**config.mk**
```make
export PLATFORM = sky130hd
export DESIGN_NAME = connect4_host
export DESIGN_NICKNAME = d
export VERILOG_FILES = /design/src/rtl/connect4_host.sv
export SDC_FILE = /design/constraint.sdc
export NUM_CORES = 1
export LEC_CHECK = 0
export ABC_AREA = 1
export BUFFER_PORTS_ARGS = -buffer_cell sky130_fd_sc_hd__clkbuf_2
export CORE_MARGIN = 2
export CORE_UTILIZATION = 56
export CTS_BUF_LIST = sky130_fd_sc_hd__clkbuf_16
export DETAILED_ROUTE_END_ITERATION = 6
export GPL_ROUTABILITY_DRIVEN = 1
export HOLD_SLACK_MARGIN = 0.08
export PLACE_DENSITY_LB_ADDON = 0.05
export SLEW_MARGIN = 20
export SYNTH_ARGS = -nofsm -noshare
export SYNTH_HDL_FRONTEND = slang
export SYNTH_SLANG_ARGS = --single-unit
```
**constraint.sdc**
```tcl
create_clock -name clk -period 1.8 [get_ports clk]
set_input_delay 0.09 -clock clk [delete_from_list [all_inputs] [get_ports clk]]
set_output_delay 0.09 -clock clk [all_outputs]
set_load 0.01 [all_outputs]
```
**src/rtl/connect4_host.sv**
```systemverilog
// Host-side driver for the connect4 engine: queues column moves, runs one op/result exchange at a time,
// tracks turn and score, emits one event per move. Optional result watchdog: CONNECT4_HOST_TIMEOUT_EN.
module connect4_host #(
  parameter int FIFO_DEPTH  = 4,
  parameter int CNT_W       = 8,
  parameter int TIMEOUT_CYC = 255
) (
  input  logic             clk,
  input  logic             rst_n,
  input  logic             mv_valid,
  output logic             mv_ready,
  input  logic [2:0]       mv_col,
  input  logic             eng_op_ready,
  output logic             eng_op_valid,
  output logic             eng_op_player_id,
  output logic [2:0]       eng_op_col_id,
  output logic             eng_re_ready,
  input  logic             eng_re_valid,
  input  logic             eng_re_err,
  input  logic             eng_re_is_finished,
  input  logic             eng_re_winner,
  input  logic             eng_re_tie,
  output logic             ev_valid,
  input  logic             ev_ready,
  output logic [1:0]       ev_code,
  output logic             ev_player,
  output logic             turn,
  output logic [5:0]       move_cnt,
  output logic [CNT_W-1:0] wins0,
  output logic [CNT_W-1:0] wins1,
  output logic [CNT_W-1:0] ties,
  output logic             timeout
);

  localparam int AW = $clog2(FIFO_DEPTH);
  localparam int PW = AW + 1;

  typedef enum logic [1:0] {S_IDLE, S_ISSUE, S_WAIT, S_EVENT} state_t;

  state_t        state, state_next;
  logic [2:0]    mem [FIFO_DEPTH];
  logic [PW-1:0] wr_ptr, rd_ptr;
  logic          full, empty, push, pop, accept, tmo_hit;

  function automatic logic [CNT_W-1:0] sat_cnt(input logic [CNT_W-1:0] v);
    return (&v) ? v : v + CNT_W'(1);
  endfunction

  function automatic logic [5:0] sat_move(input logic [5:0] v);
    return (v >= 6'd42) ? 6'd42 : v + 6'd1;
  endfunction

  // Extra pointer bit distinguishes full from empty when the indices match.
  assign full     = (wr_ptr[AW] != rd_ptr[AW]) && (wr_ptr[AW-1:0] == rd_ptr[AW-1:0]);
  assign empty    = (wr_ptr == rd_ptr);
  assign mv_ready = !full;
  assign push     = mv_valid && !full;
  assign accept   = (state == S_WAIT) && eng_re_valid;

`ifdef CONNECT4_HOST_TIMEOUT_EN
  localparam int TW = $clog2(TIMEOUT_CYC + 1);

  logic [TW-1:0] wait_cnt;
  logic          timeout_q;

  // A result arriving on the limit cycle still wins over the timeout.
  assign tmo_hit = (state == S_WAIT) && !eng_re_valid && (wait_cnt == TW'(TIMEOUT_CYC - 1));
  assign timeout = timeout_q;

  always_ff @(posedge clk or negedge rst_n) begin
    if (!rst_n) begin
      wait_cnt  <= '0;
      timeout_q <= 1'b0;
    end else begin
      wait_cnt <= (state == S_WAIT) ? wait_cnt + TW'(1) : '0;
      if (tmo_hit) timeout_q <= 1'b1;
    end
  end
`else
  logic unused_cfg;
  assign unused_cfg = |TIMEOUT_CYC;
  assign tmo_hit    = 1'b0;
  assign timeout    = 1'b0;
`endif

  always_comb begin
    state_next   = state;
    pop          = 1'b0;
    eng_op_valid = 1'b0;
    eng_re_ready = 1'b0;
    ev_valid     = 1'b0;
    case (state)
      S_IDLE: begin
        if (!empty) begin
          pop        = 1'b1;
          state_next = S_ISSUE;
        end
      end
      S_ISSUE: begin
        eng_op_valid = 1'b1;
        if (eng_op_ready) state_next = S_WAIT;
      end
      S_WAIT: begin
        eng_re_ready = 1'b1;
        if (eng_re_valid || tmo_hit) state_next = S_EVENT;
      end
      S_EVENT: begin
        ev_valid = 1'b1;
        if (ev_ready) state_next = S_IDLE;
      end
      default: state_next = S_IDLE;
    endcase
  end

  always_ff @(posedge clk) begin
    if (push) mem[wr_ptr[AW-1:0]] <= mv_col;
  end

  always_ff @(posedge clk or negedge rst_n) begin
    if (!rst_n) begin
      state            <= S_IDLE;
      wr_ptr           <= '0;
      rd_ptr           <= '0;
      eng_op_col_id    <= 3'd0;
      eng_op_player_id <= 1'b0;
      ev_code          <= 2'd0;
      ev_player        <= 1'b0;
      turn             <= 1'b0;
      move_cnt         <= 6'd0;
      wins0            <= '0;
      wins1            <= '0;
      ties             <= '0;
    end else begin
      state <= state_next;
      if (push) wr_ptr <= wr_ptr + PW'(1);
      if (pop) begin
        rd_ptr           <= rd_ptr + PW'(1);
        eng_op_col_id    <= mem[rd_ptr[AW-1:0]];
        eng_op_player_id <= turn;
      end
      // Score and turn advance on the result sample, not on event acceptance.
      if (accept) begin
        if (eng_re_err) begin
          ev_code   <= 2'd1;
          ev_player <= eng_op_player_id;
        end else if (eng_re_is_finished && eng_re_tie) begin
          ev_code   <= 2'd3;
          ev_player <= eng_op_player_id;
          ties      <= sat_cnt(ties);
          turn      <= 1'b0;
          move_cnt  <= 6'd0;
        end else if (eng_re_is_finished) begin
          ev_code   <= 2'd2;
          ev_player <= eng_re_winner;
          if (eng_re_winner) wins1 <= sat_cnt(wins1);
          else               wins0 <= sat_cnt(wins0);
          turn      <= 1'b0;
          move_cnt  <= 6'd0;
        end else begin
          ev_code   <= 2'd0;
          ev_player <= eng_op_player_id;
          turn      <= ~turn;
          move_cnt  <= sat_move(move_cnt);
        end
      end else if (tmo_hit) begin
        ev_code   <= 2'd1;
        ev_player <= eng_op_player_id;
      end
    end
  end

endmodule

```
# ---- After elaboration in Yosys (flattened, before gate mapping)
# Memory sizes are Yosys's and may differ from the RTL's. A register that Yosys moved wholly into a read port is not among the register bits.
# Index checks and enable logic that the tools add are counted.
dict set report totals {
  regBits 43
  latch_bits 0
  mem_bits_rw 12
  rom_bits 0
  out_inout_bits 43
  word_cells 74
  n_memories 1
}
dict set report op_classes {
  add_sub_neg 6
  multipliers 0
  n_div 0
  magnitude_cmp 1
  n_eq_ne 10
  shift 0
  n_mux 23
  bitwise 7
  n_reduce_logical 15
}
# memory words width read_ports rd_clocked_by_memory_dff wr line_no
set memory_table {}
lappend memory_table {mem 4 3 1 1 1 41} ;# logic [2:0] mem [FIFO_DEPTH];
# op n
set ops {}
lappend ops {{8-bit by 1-bit adder with 8-bit output, second input constant} 3}
lappend ops {{8-bit AND reduction} 3}
lappend ops {{6-bit two-way mux} 3}
lappend ops {{2-bit two-way mux} 7}
lappend ops {{1-bit two-way mux} 12}
lappend ops {{6-bit AND reduction} 2}
lappend ops {{2-bit inequality test, second input constant} 4}
lappend ops {{2-bit case mux with 4 select lines} 1}
lappend ops {{4-bit AND reduction} 2}
lappend ops {{1-bit NOT} 7}
lappend ops {{3-bit by 1-bit adder with 3-bit output, second input constant} 2}
lappend ops {{6-bit by 1-bit adder with 6-bit output, second input constant} 1}
lappend ops {{6-bit greater-or-equal comparator, second input constant} 1}
lappend ops {{2-bit == test, second input constant} 2}
lappend ops {{1-bit logical AND} 4}
lappend ops {{3-bit == test} 1}
lappend ops {{2-bit by 1-bit == test with 1-bit output, second input constant} 1}
lappend ops {{2-bit == test} 1}
lappend ops {{1-bit logical NOT} 2}
lappend ops {{2-bit logical NOT} 1}
lappend ops {{2-bit AND reduction} 1}
lappend ops {{1-bit inequality test} 1}

# ---- Logic depth before layout (Yosys ltp)
dict set report logic_depth {
  depth_word 6
  ltp_mapped 10
  depth_no_buf 10
}

# ---- Worst setup path after synthesis
# Ideal clock, no wire load.
dict set report synth_path {
  kind {reg-to-reg}
  start {register state[0]}
  end {register wins1[0]}
  setup_ns 0.127
  t_arrival_ns 1.463
  required_ns 1.673
  path_slack_ns 0.210
  stages_incl_launch_ff 10
  path_cell_list {dfrtp_1 inv_1 ha_1 nand2_4 nor2_4 inv_2 nor2_2 nand2_1 buf_6 xnor2_2}
}
dict set report synth_between {
  elab_chain_cells 3
}
# item line_no
set synth_lines {}
lappend synth_lines {{from (decl)} 40} ;# state_t state, state_next;
lappend synth_lines {{from (signal assigned)} 134} ;# state <= state_next;
lappend synth_lines {{2-bit == test} 58} ;# assign accept = (state == S_WAIT) && eng_re_valid;
lappend synth_lines {{1-bit logical AND} 58}
lappend synth_lines {{6-bit AND reduction (no line)} n/a}
lappend synth_lines {{to (signal assigned)} 155} ;# if (eng_re_winner) wins1 <= sat_cnt(wins1);
lappend synth_lines {{to (decl)} 30} ;# output logic [CNT_W-1:0] wins1,
# Every way passes these cells.
# A chain may end at the register's enable or synchronous reset.

# ---- Worst setup path in the final report
# Same ends and word-level chain as after synthesis.

==> flow_summary.ini <==
[clock_tree]
path_clk_slew_ps = 50
clk_path_buf_depth = 2
cts.sinks = 58
tritoncts = yes
root_buffer = clkbuf_16
clock_latency_ps = 320
ctsHtreeMaxLevel = 3
cts_buffers = 9

[timing]
max_slew_margin_pct = 54.4
fin_crit_ps = 1680
setup_viol = 0
tns_ps = 0
post-route-period-util_pct = 93.1
slew_viol_final = 0
setup_ws_ps = 124
tightest_slew_ps = 684
clock_skew_ps = 6.59
rsz0062_at_grt = no
fmax_ghz = 0.597
hold_viol_final = 0

[cells_and_area]
final.fill_count = 477
diodes = 0
final_nets = 478
area_growth_pct = 23.2
drive_above_1_share_pct = 21.9

[logic_synthesis]
synth_warnings = 0
synth_top_area_cell = dfrtp_1
yosys.area.top_type_share_pct = 36.7
synth_cells = 375
syn_area_um2 = 3140
synth_seq_cells = 58
synth_seq_area_share_pct = 48.2
synth_fp_nets = 402
synth_cell_type_count = 31
synth_area_leaders = dfrtp_1 (37%), nand2_1 (16%), edfxtp_1 (11%)
postSynthAreaPerCell_um2 = 8.36

[setup_path]
max_stage_delay_ps = 410
worstReg2RegStart = state[0]
critical_path.max_fanout = 6
worstSetupPathType = reg -> reg
r2r_end = wins1[0]
critPathBufInv = 3
critical-path-top-delay-family = simple AND/OR/NAND/NOR gates
cp-endpoint = wins1[0]
critical_path_depth = 9
critical_path.startpoint = state[0]
crit_path_top_delay_cell = dfrtp_1
cp-start-kind = flop
critical_path_arrival_ps = 1870
worst-r2r-cell-count = 9
path_cells = inv_1 -> ha_1 -> nand2_4 -> nor2_4 -> inv_2 -> nor2_2 -> nand2_2 -> buf_4 -> xnor2_2
ff2ff_setup_slack_ps = 120
required_ps = 2000
cp-end-kind = flop

[floorplan]
initial_core_util_pct = 57.3
core_um2 = 5470
num_io_pins = 56
die_y_um = 78.8
num_rows = 27
die_w_um = 78.8
die-area_um2 = 6210

[global_route]
grt_pass1_wl_um = 10700
grt_antenna_before_repair = 0
grt_usage_pct = 22.3
grt_pass1_vias = 2365
grt_max_degree = 27
overflow = 0

[drt]
vias = 2616
drtAntennaViolNets = 0
dr.pass1.iters = 4
wirelength_um = 6420
drtIter0Drc = 133
via_per_inst = 4.95
wl_per_cell_um = 12.2
drcViolationCount = 0

[place]
dpl.hpwl_um = 4580
portBuffers = 54
place_congestion = 0.827
dp_worst_setup_slack_ps = 105

[pwr]
p_leak_nw = 2.04
powerDensity_nw_per_um2 = 1360
irDropWorstVdd_v = 0.00101

[status]
status = complete, no violations

[hold_path]
min_path_type = in -> reg

[job]
maxCapViolCount = 0
==> power by group <==
part	switching (W)	internal, W
Combinational	0.00104	0.000722
Sequential	0.000343	0.00169
Clock	0.000550	0.000898
Total	0.00194	0.00331
==> stage by stage <==
step | instances | total power (W) | utilization [%] | cell area [um2] | hold WS, ps
after floorplan | 375 | 0.00319 | - | 3140 | -206
after global placement | 503 | 0.00371 | 64.1 | 3510 | 154
after detailed placement | 503 | 0.00380 | 64.1 | 3510 | 162
after CTS | 526 | 0.00529 | 70.1 | 3830 | 123
after global routing | 528 | 0.00566 | 70.6 | 3860 | 147
final | 528 | 0.00525 | 70.6 | 3860 | 137
==> kinds of logic (layout without fill, tap and decap cells) <==
group | after synthesis | after routing | share of synthesized area [%]
buffers and inverters | 50 | 131 | 6.62
flip-flops | 58 | 58 | 48.2
XOR/XNOR | 17 | 17 | 5.47
AND/OR/NAND/NOR | 212 | 212 | 29.8
other | 1 | 1 | 0.120
adder cells (fa/ha/maj) | 14 | 14 | 5.59
AO/OA/AOI/OAI | 23 | 23 | 4.15
==> worst min-delay path, cell delays in order <==
cell and delay [ps]:
clkbuf_2 120, nand2_4 90, nand2_1 70, nand2_1 50
==> placed cells by master (no fill, tap or decap), drive strengths merged <==
master	instances
buf	9
or2	1
xnor2	9
dfrtp	46
nand3b	5
clkinv	6
o211ai	1
o22ai	4
a21oi	2
inv	46
nand3	19
conb	1
nor2	34
o21ai	16
ha	14
xor2	8
edfxtp	12
clkbuf	63
dlygate4sd3	7
nand2	144
nand4	9
==> state kept, by name (all words and copies together), names as in the netlist <==
signal and flops:
eng_op_col_id 3, eng_op_player_id 1, ev_code 2, ev_player 1, mem 12, move_cnt 6, rd_ptr 3, state 2
ties 8, turn 1, wins0 8, wins1 8, wr_ptr 3
==> how the worst min path moves through the flow <==
stage / startpoint / to / slack (ps) / cells past startpoint
6_report: eng_re_valid / ev_code[1] / 140 / 4
5_1_grt: eng_re_valid / ev_code[1] / 150 / 4
4_1_cts: eng_re_valid / ev_code[1] / 120 / 4
3_5_place_dp: rst_n / eng_op_col_id[2] / 160 / 1
3_3_place_gp: rst_n / eng_op_col_id[2] / 150 / 1
2_1_floorplan: rst_n / eng_op_col_id[0] / -210 / 0
==> cell usage after synthesis, drive strengths merged <==
master,number
conb,1
nand3b,5
nand2,144
o21ai,16
or2,1
dfrtp,46
nor2,34
a21oi,2
xnor2,9
xor2,8
inv,45
nand3,19
edfxtp,12
o211ai,1
nand4,9
ha,14
o22ai,4
clkbuf,1
buf,4
==> repair_timing <==
action | in CTS | in global routing
hold endpoints to repair | 40 | 0
gates resized for setup | 0 | 1
setup buffers | 0 | 2
endpoints found under the setup margin | 0 | 10
hold buffers | 7 | 0
==> final cells by class <==
cell class / count / area (um2) / share of cell area, %
clock inverter: 7 / 28.8 / 0.745
timing repair buffer: 70 / 420 / 10.9
sequential: 58 / 1510 / 39.1
tap: 72 / 90.1 / 2.33
multi-input combinational: 267 / 1420 / 36.7
inverter: 45 / 169 / 4.37
clock buffer: 9 / 225 / 5.83
==> metal layers <==
layer,vias up,wire length (um),global-route usage (%)
li1,1327,-,-
met1,1217,2930,28.3
met2,68,3150,36.9
met3,4,290,5.68
met4,0,54,8.28
met5,-,0,0
Note: power is estimated with default switching activity, not from simulation.
